==> src/rtl/pixel_ram_responder.sv <==
// pixel_ram_responder
//   Memory-side responder for the LED matrix pixel read interface. Read
//   requests are queued in a request FIFO and served in order from a
//   single-port pixel RAM. A host write port loads frames into the same RAM.
//   The RAM does one access per cycle, so reads and host writes are
//   arbitrated. A read that waits too long is not possible, but a host write
//   can be delayed. After WRITE_STARVE_LIMIT read grants with a write pending,
//   one write is forced.
//
// Ports
//   clk           system clock, rising edge
//   reset         synchronous active-high reset
//   req_address   read byte address
//   req_valid     read request strobe, one request per high cycle
//   fifo_full     registered early backpressure (FULL_MARGIN entries of slack)
//   rsp_data      returned byte (RGB 3-3-2), held between responses
//   rsp_valid     one-cycle pulse per response, no backpressure
//   wr_en         host write request, held until wr_ready
//   wr_address    host write address
//   wr_data       host write byte
//   wr_ready      combinational write grant
//   req_overflow  sticky: a read request was dropped
//   addr_error    sticky: a read or write address was >= MEM_DEPTH
//   err_clear     clears both sticky flags (a same-cycle new error wins)
module pixel_ram_responder #(
   parameter int ADDRESS_WIDTH      = 25,
   parameter int MEM_DEPTH          = 320,
   parameter int REQ_FIFO_DEPTH     = 8,
   parameter int FULL_MARGIN        = 2,
   parameter int WRITE_STARVE_LIMIT = 4
) (
   input  logic                     clk,
   input  logic                     reset,
   input  logic [ADDRESS_WIDTH-1:0] req_address,
   input  logic                     req_valid,
   output logic                     fifo_full,
   output logic [7:0]               rsp_data,
   output logic                     rsp_valid,
   input  logic                     wr_en,
   input  logic [ADDRESS_WIDTH-1:0] wr_address,
   input  logic [7:0]               wr_data,
   output logic                     wr_ready,
   output logic                     req_overflow,
   output logic                     addr_error,
   input  logic                     err_clear
);

   localparam int PTR_W  = $clog2(REQ_FIFO_DEPTH);
   localparam int CNT_W  = PTR_W + 1;
   localparam int MEM_AW = $clog2(MEM_DEPTH);
   localparam int STV_W  = $clog2(WRITE_STARVE_LIMIT + 1);

   localparam logic [ADDRESS_WIDTH-1:0] MEM_LIMIT   = ADDRESS_WIDTH'(MEM_DEPTH);
   localparam logic [CNT_W-1:0]         FIFO_CAP    = CNT_W'(REQ_FIFO_DEPTH);
   localparam logic [CNT_W-1:0]         FULL_LEVEL  = CNT_W'(REQ_FIFO_DEPTH - FULL_MARGIN);
   localparam logic [STV_W-1:0]         STARVE_LAST = STV_W'(WRITE_STARVE_LIMIT - 1);

   typedef enum logic {
      ARB_READ,
      ARB_WRITE
   } arb_state_t;

   arb_state_t state, state_next;
   logic [STV_W-1:0] starve_cnt, starve_next;

   logic [ADDRESS_WIDTH-1:0] fifo_mem [REQ_FIFO_DEPTH];
   logic [PTR_W-1:0]         wr_ptr, rd_ptr;
   logic [CNT_W-1:0]         count, count_next;
   logic                     fifo_empty;
   logic                     pop, push;

   logic [7:0]               mem [MEM_DEPTH];
   logic [ADDRESS_WIDTH-1:0] head_addr;
   logic                     head_in_range, wr_in_range;
   logic                     read_err, write_err;

   assign fifo_empty    = (count == '0);
   assign head_addr     = fifo_mem[rd_ptr];
   // Range checks use the full address width so high address bits never alias
   // into the RAM.
   assign head_in_range = (head_addr < MEM_LIMIT);
   assign wr_in_range   = (wr_address < MEM_LIMIT);

   // ---------------------------------------------------------------- arbiter
   always_ff @(posedge clk) begin
      if (reset) begin
         state      <= ARB_READ;
         starve_cnt <= '0;
      end else begin
         state      <= state_next;
         starve_cnt <= starve_next;
      end
   end

   always_comb begin
      state_next  = state;
      starve_next = starve_cnt;
      case (state)
         ARB_READ: begin
            if (!wr_en || wr_ready) begin
               starve_next = '0;
            end else if (pop) begin
               // The read granted here is the LIMIT-th one with a write waiting.
               if (starve_cnt == STARVE_LAST) begin
                  starve_next = '0;
                  state_next  = ARB_WRITE;
               end else begin
                  starve_next = starve_cnt + 1'b1;
               end
            end
         end
         ARB_WRITE: begin
            starve_next = '0;
            state_next  = ARB_READ;
         end
         default: state_next = ARB_READ;
      endcase
   end

   // Grants are suppressed during reset so no RAM access or pop happens then.
   always_comb begin
      pop      = 1'b0;
      wr_ready = 1'b0;
      if (!reset) begin
         case (state)
            ARB_READ: begin
               pop      = !fifo_empty;
               wr_ready = fifo_empty && wr_en;
            end
            ARB_WRITE: wr_ready = wr_en;
            default: ;
         endcase
      end
   end

   // ------------------------------------------------------------ request FIFO
   // A full FIFO still accepts a request when the head leaves in the same cycle.
   assign push       = !reset && req_valid && ((count != FIFO_CAP) || pop);
   assign count_next = count + CNT_W'(push) - CNT_W'(pop);
   assign read_err   = pop && !head_in_range;
   assign write_err  = wr_ready && !wr_in_range;

   always_ff @(posedge clk) begin
      if (push) begin
         fifo_mem[wr_ptr] <= req_address;
      end
   end

   always_ff @(posedge clk) begin
      if (reset) begin
         wr_ptr       <= '0;
         rd_ptr       <= '0;
         count        <= '0;
         fifo_full    <= 1'b0;
         rsp_valid    <= 1'b0;
         rsp_data     <= '0;
         req_overflow <= 1'b0;
         addr_error   <= 1'b0;
      end else begin
         if (push) begin
            wr_ptr <= wr_ptr + 1'b1;
         end
         if (pop) begin
            rd_ptr   <= rd_ptr + 1'b1;
            rsp_data <= head_in_range ? mem[head_addr[MEM_AW-1:0]] : 8'h00;
         end
         count        <= count_next;
         fifo_full    <= (count_next >= FULL_LEVEL);
         rsp_valid    <= pop;
         req_overflow <= (req_valid && !push) || (req_overflow && !err_clear);
         addr_error   <= read_err || write_err || (addr_error && !err_clear);
      end
   end

   // ---------------------------------------------------------------- pixel RAM
   // Contents survive reset; out-of-range writes are granted but discarded.
   always_ff @(posedge clk) begin
      if (wr_ready && wr_in_range) begin
         mem[wr_address[MEM_AW-1:0]] <= wr_data;
      end
   end

endmodule

==> config.mk <==
export PLATFORM = sky130hd
export DESIGN_NAME = pixel_ram_responder
export DESIGN_NICKNAME = d
export VERILOG_FILES = /design/src/rtl/pixel_ram_responder.sv
export SDC_FILE = /design/constraint.sdc
export NUM_CORES = 2
export LEC_CHECK = 0
export CORE_MARGIN = 2
export CORE_UTILIZATION = 55
export DETAILED_ROUTE_END_ITERATION = 16
export HOLD_SLACK_MARGIN = 0.15
export PLACE_DENSITY_LB_ADDON = 0.2
export SYNTH_ARGS = -nofsm -noshare
export SYNTH_HDL_FRONTEND = slang
export SYNTH_SLANG_ARGS = --single-unit
==> constraint.sdc <==
create_clock -name clk -period 4.45 [get_ports clk]
set_input_delay 0.89 -clock clk [delete_from_list [all_inputs] [get_ports clk]]
set_output_delay 0.89 -clock clk [all_outputs]
set_load 0.02 [all_outputs]
==> qor.yml <==
yosys:
  synth-main-ff-cell: "edfxtp_1"
  synth_edf_count: 2760
  synth_top_area_cell: "edfxtp_1"
  synth.avg_cell_area_um2: 13.75
  yosysWarnings: 0
  synthesis.area_mm2: 0.1104
  synth_area_leaders: "edfxtp_1 75%, nand2_1 7.3%, nand3_1 4.0%"
  async_flop_share: 0
  syn-instance-count: 8028
  netlist.area_leader.share: 0.7508
  ys_types: 77
  synth_fp_nets: 8100
  yosysSeqAreaShare: 0.7560
  ys_ff_latch: 2789
clock_tree:
  cts-root-buf: "clkbuf_16"
  clock-sinks: 2789
  hold_buffers: 0
  htreeDepth: 5
  path_clk_slew_ns: 0.06
  clock_path_buffers: 4
  cts_tree: "built"
  clock_latency_ns: 0.96
  postCtsSetupBuffers: 0
  cts_buffers: 298
drt:
  drc: 0
  dr.pass1.iters: 6
  num_vias: 73230
  routedWlPerCell_um: 29.29
  wl_mm: 338.9
  ant_nets: 0
  via_per_inst: 6.327
  drt_iter0_markers: 10970
floorplan:
  start_util: 0.5529
  core_mm2: 0.1997
  row_count: 164
  pin_count: 76
  die_w_um: 452.0
  fp.dieH_um: 452.0
  die_area_mm2: 0.2043
critical_path:
  path_cells: "mux2_2 > mux4_4 > buf_12 > buf_12 > buf_12 > mux2i_1 > a32oi_1 > a31oi_1 > a31oi_1 > nand2_1 > a32o_1 > or4_1 > a31oi_1"
  critPathMaxStageDelay_ns: 0.77
  cp.arrival_ns: 5.23
  cp-start-kind: "flop"
  cp.required_ns: 5.29
  worstPathMaxFanout: 18
  critPathCaptureType: "flop"
  critical_path_class: "reg -> reg"
  slowest_stage: "mux4_4"
sta:
  finalCriticalPeriod_ns: 4.385
  setup_viol: 0
  fmax_mhz: 228.0
  setup_tns_ns: 0
  clock_skew_ns: 0.04412
  drv_slew: 0
  worst_pin_slew_ns: 1.144
  relSlewSlack: 0.2374
  fin_crit_sh: 0.9855
  finalHoldViolCount: 0
place:
  dpl.hpwl_mm: 210.5
  dp_cells: 11060
  port-buffer-count: 75
  placed_cell_area_mm2: 0.1198
  place.gp.congestion: 0.9212
final_layout:
  finalInstanceArea_mm2: 0.1289
  syn_to_final_growth_pct: 16.78
  nNetsFinal: 8777
  regArea_mm2: 0.08346
  drive_above_1_share: 0.1521
  fin_cells: 11570
  multiInputGateArea_mm2: 0.02477
  n_fill_cell: 14310
power_and_ir_drop:
  ir_drop_mv: 0.5540
  pwr_density_cell_mw_per_mm2: 633.3
  leakage_nw: 44.34
global_route:
  grt.overflow.total: 0
  grtUsageTotal: 0.3298
  grt_pass1_vias: 70200
  antenna_found_initial: 7
  grt_max_degree: 131
  grt_pass1_wl_mm: 488.0
min_path:
  hp-class: "in -> reg"
status:
  status: "complete, no violations"
run:
  cap_violations: 0
==> cell usage in the layout, fill, tap and decap left out, drive strengths merged, types with 7 or more instances in the layout <==
master and instances:
a32o 16, nand2 2160, nor3 77, dfxtp 29
a221oi 14, nand2b 7, mux2i 214, ha 8
o211ai 10, bufinv 19, and3 90, nor4 40
nand3 882, a22oi 9, mux2 9, nor2b 10
a32oi 89, clkdlybuf4s50 66, a311oi 123, nand4 88
a311o 7, o2111ai 18, a21oi 110, clkinv 106
o22ai 15, a31oi 158, edfxtp 2760, o21ai 57
nor2 333, clkbuf 372, a21boi 8, a211oi 10
buf 846, inv 17, mux4 54
==> synth_stat cells, types with 8 or more instances <==
cell / number
edfxtp_1: 2760
nand2_1: 2160
nand3_1: 882
nor2_1: 332
buf_2: 222
mux2i_1: 211
clkbuf_1: 198
a31oi_1: 158
a311oi_1: 123
a21oi_1: 110
buf_1: 93
and3_1: 90
a32oi_1: 89
nand4_1: 88
nor3_1: 76
o21ai_0: 55
mux4_2: 54
nor4_1: 40
dfxtp_1: 29
o2111ai_1: 18
a32o_1: 16
buf_6: 15
o22ai_1: 15
a221oi_1: 14
inv_1: 11
a211oi_1: 10
nor2b_1: 10
o211ai_1: 10
a22oi_1: 9
a21boi_0: 8
ha_1: 8
mux2_2: 8
==> worst max-delay path, delay by kind of cell, from the launching register on <==
kind                   cells  cell delay [ns]
multiplexers               3             1.25
AO/OA/AOI/OAI              5             1.09
buffers and inverters      3             0.60
flip-flops                 1             0.46
AND/OR/NAND/NOR            2             0.82
==> cell families after synthesis <==
logic type / after synthesis / synth area share
AND/OR/NAND/NOR: 3714 / 0.1435
flip-flops: 2789 / 0.7560
multiplexers: 277 / 0.03155
AO/OA/AOI/OAI: 688 / 0.04499
XOR/XNOR: 5 / 0.0003968
buffers and inverters: 546 / 0.02241
adder cells (fa/ha/maj): 9 / 0.001088
==> flip-flops by register name (all words and copies together) (netlist names), named ones only <==
signal / cells
addr_error: 1
count: 4
fifo_full: 1
fifo_mem: 200
mem: 2560
rd_ptr: 3
req_overflow: 1
rsp_data: 8
rsp_valid: 1
starve_cnt: 3
state: 1
wr_ptr: 3
==> layout make-up <==
class,count,area share
Sequential cell,2789,0.6474
Inverter,11,0.0003203
Multi-Input combinational cell,4693,0.1921
Tap cell,2656,0.02578
Antenna cell,3,0.00005823
Timing Repair Buffer,912,0.06404
Clock inverter,137,0.008977
Clock buffer,372,0.06131
==> where the power goes <==
part	total [mW]	switching (mW)	internal [mW]
Combinational	29.0	20.0	9.00
Clock	23.6	9.93	13.6
Sequential	29.0	0.0743	29.0
Total	81.6	30.0	51.6
==> path summary, 6_finish.rpt <==
| path | from | end | slack (ns) | cells past startpoint |
|---|---|---|---|---|
| setup / recovery | flop | rsp_data[2]$_SDFFE_PP0P_ | 0.06 | 13 |
| hold / removal | reset | starve_cnt[0]$_SDFFE_PP0P_ | 0.30 | 4 |
| setup reg to reg | flop | rsp_data[2]$_SDFFE_PP0P_ | 0.06 | 13 |
| hold reg to reg | starve_cnt[0]$_SDFFE_PP0P_ | starve_cnt[0]$_SDFFE_PP0P_ | 0.45 | 1 |
==> stage by stage <==
stage	power, mW	setup WS, ns	util	hold slack (ns)
after CTS	81.05	0.003595	0.6454	0.2557
after global routing	83.98	-0.01027	0.6457	0.3012
after floorplan	44.57	0.6493	-	0.4066
final	81.64	0.06466	0.6457	0.3029
after global placement	57.43	-0.1793	0.5998	0.4131
after detailed placement	57.69	-0.1886	0.5999	0.4274
==> layer usage <==
metal,up-vias,GRT usage,part of all wire
li1,31290,-,-
met1,36350,0.4505,0.37
met2,4692,0.5038,0.46
met3,885,0.08063,0.12
met4,12,0.1529,0.053
met5,-,0,0.00024
==> what timing repair did <==
item	CTS	global route
pin swaps	0	1
resized for setup	3	15
endpoints found under the setup margin	2	7
Note: power is estimated with default switching activity, not from simulation.
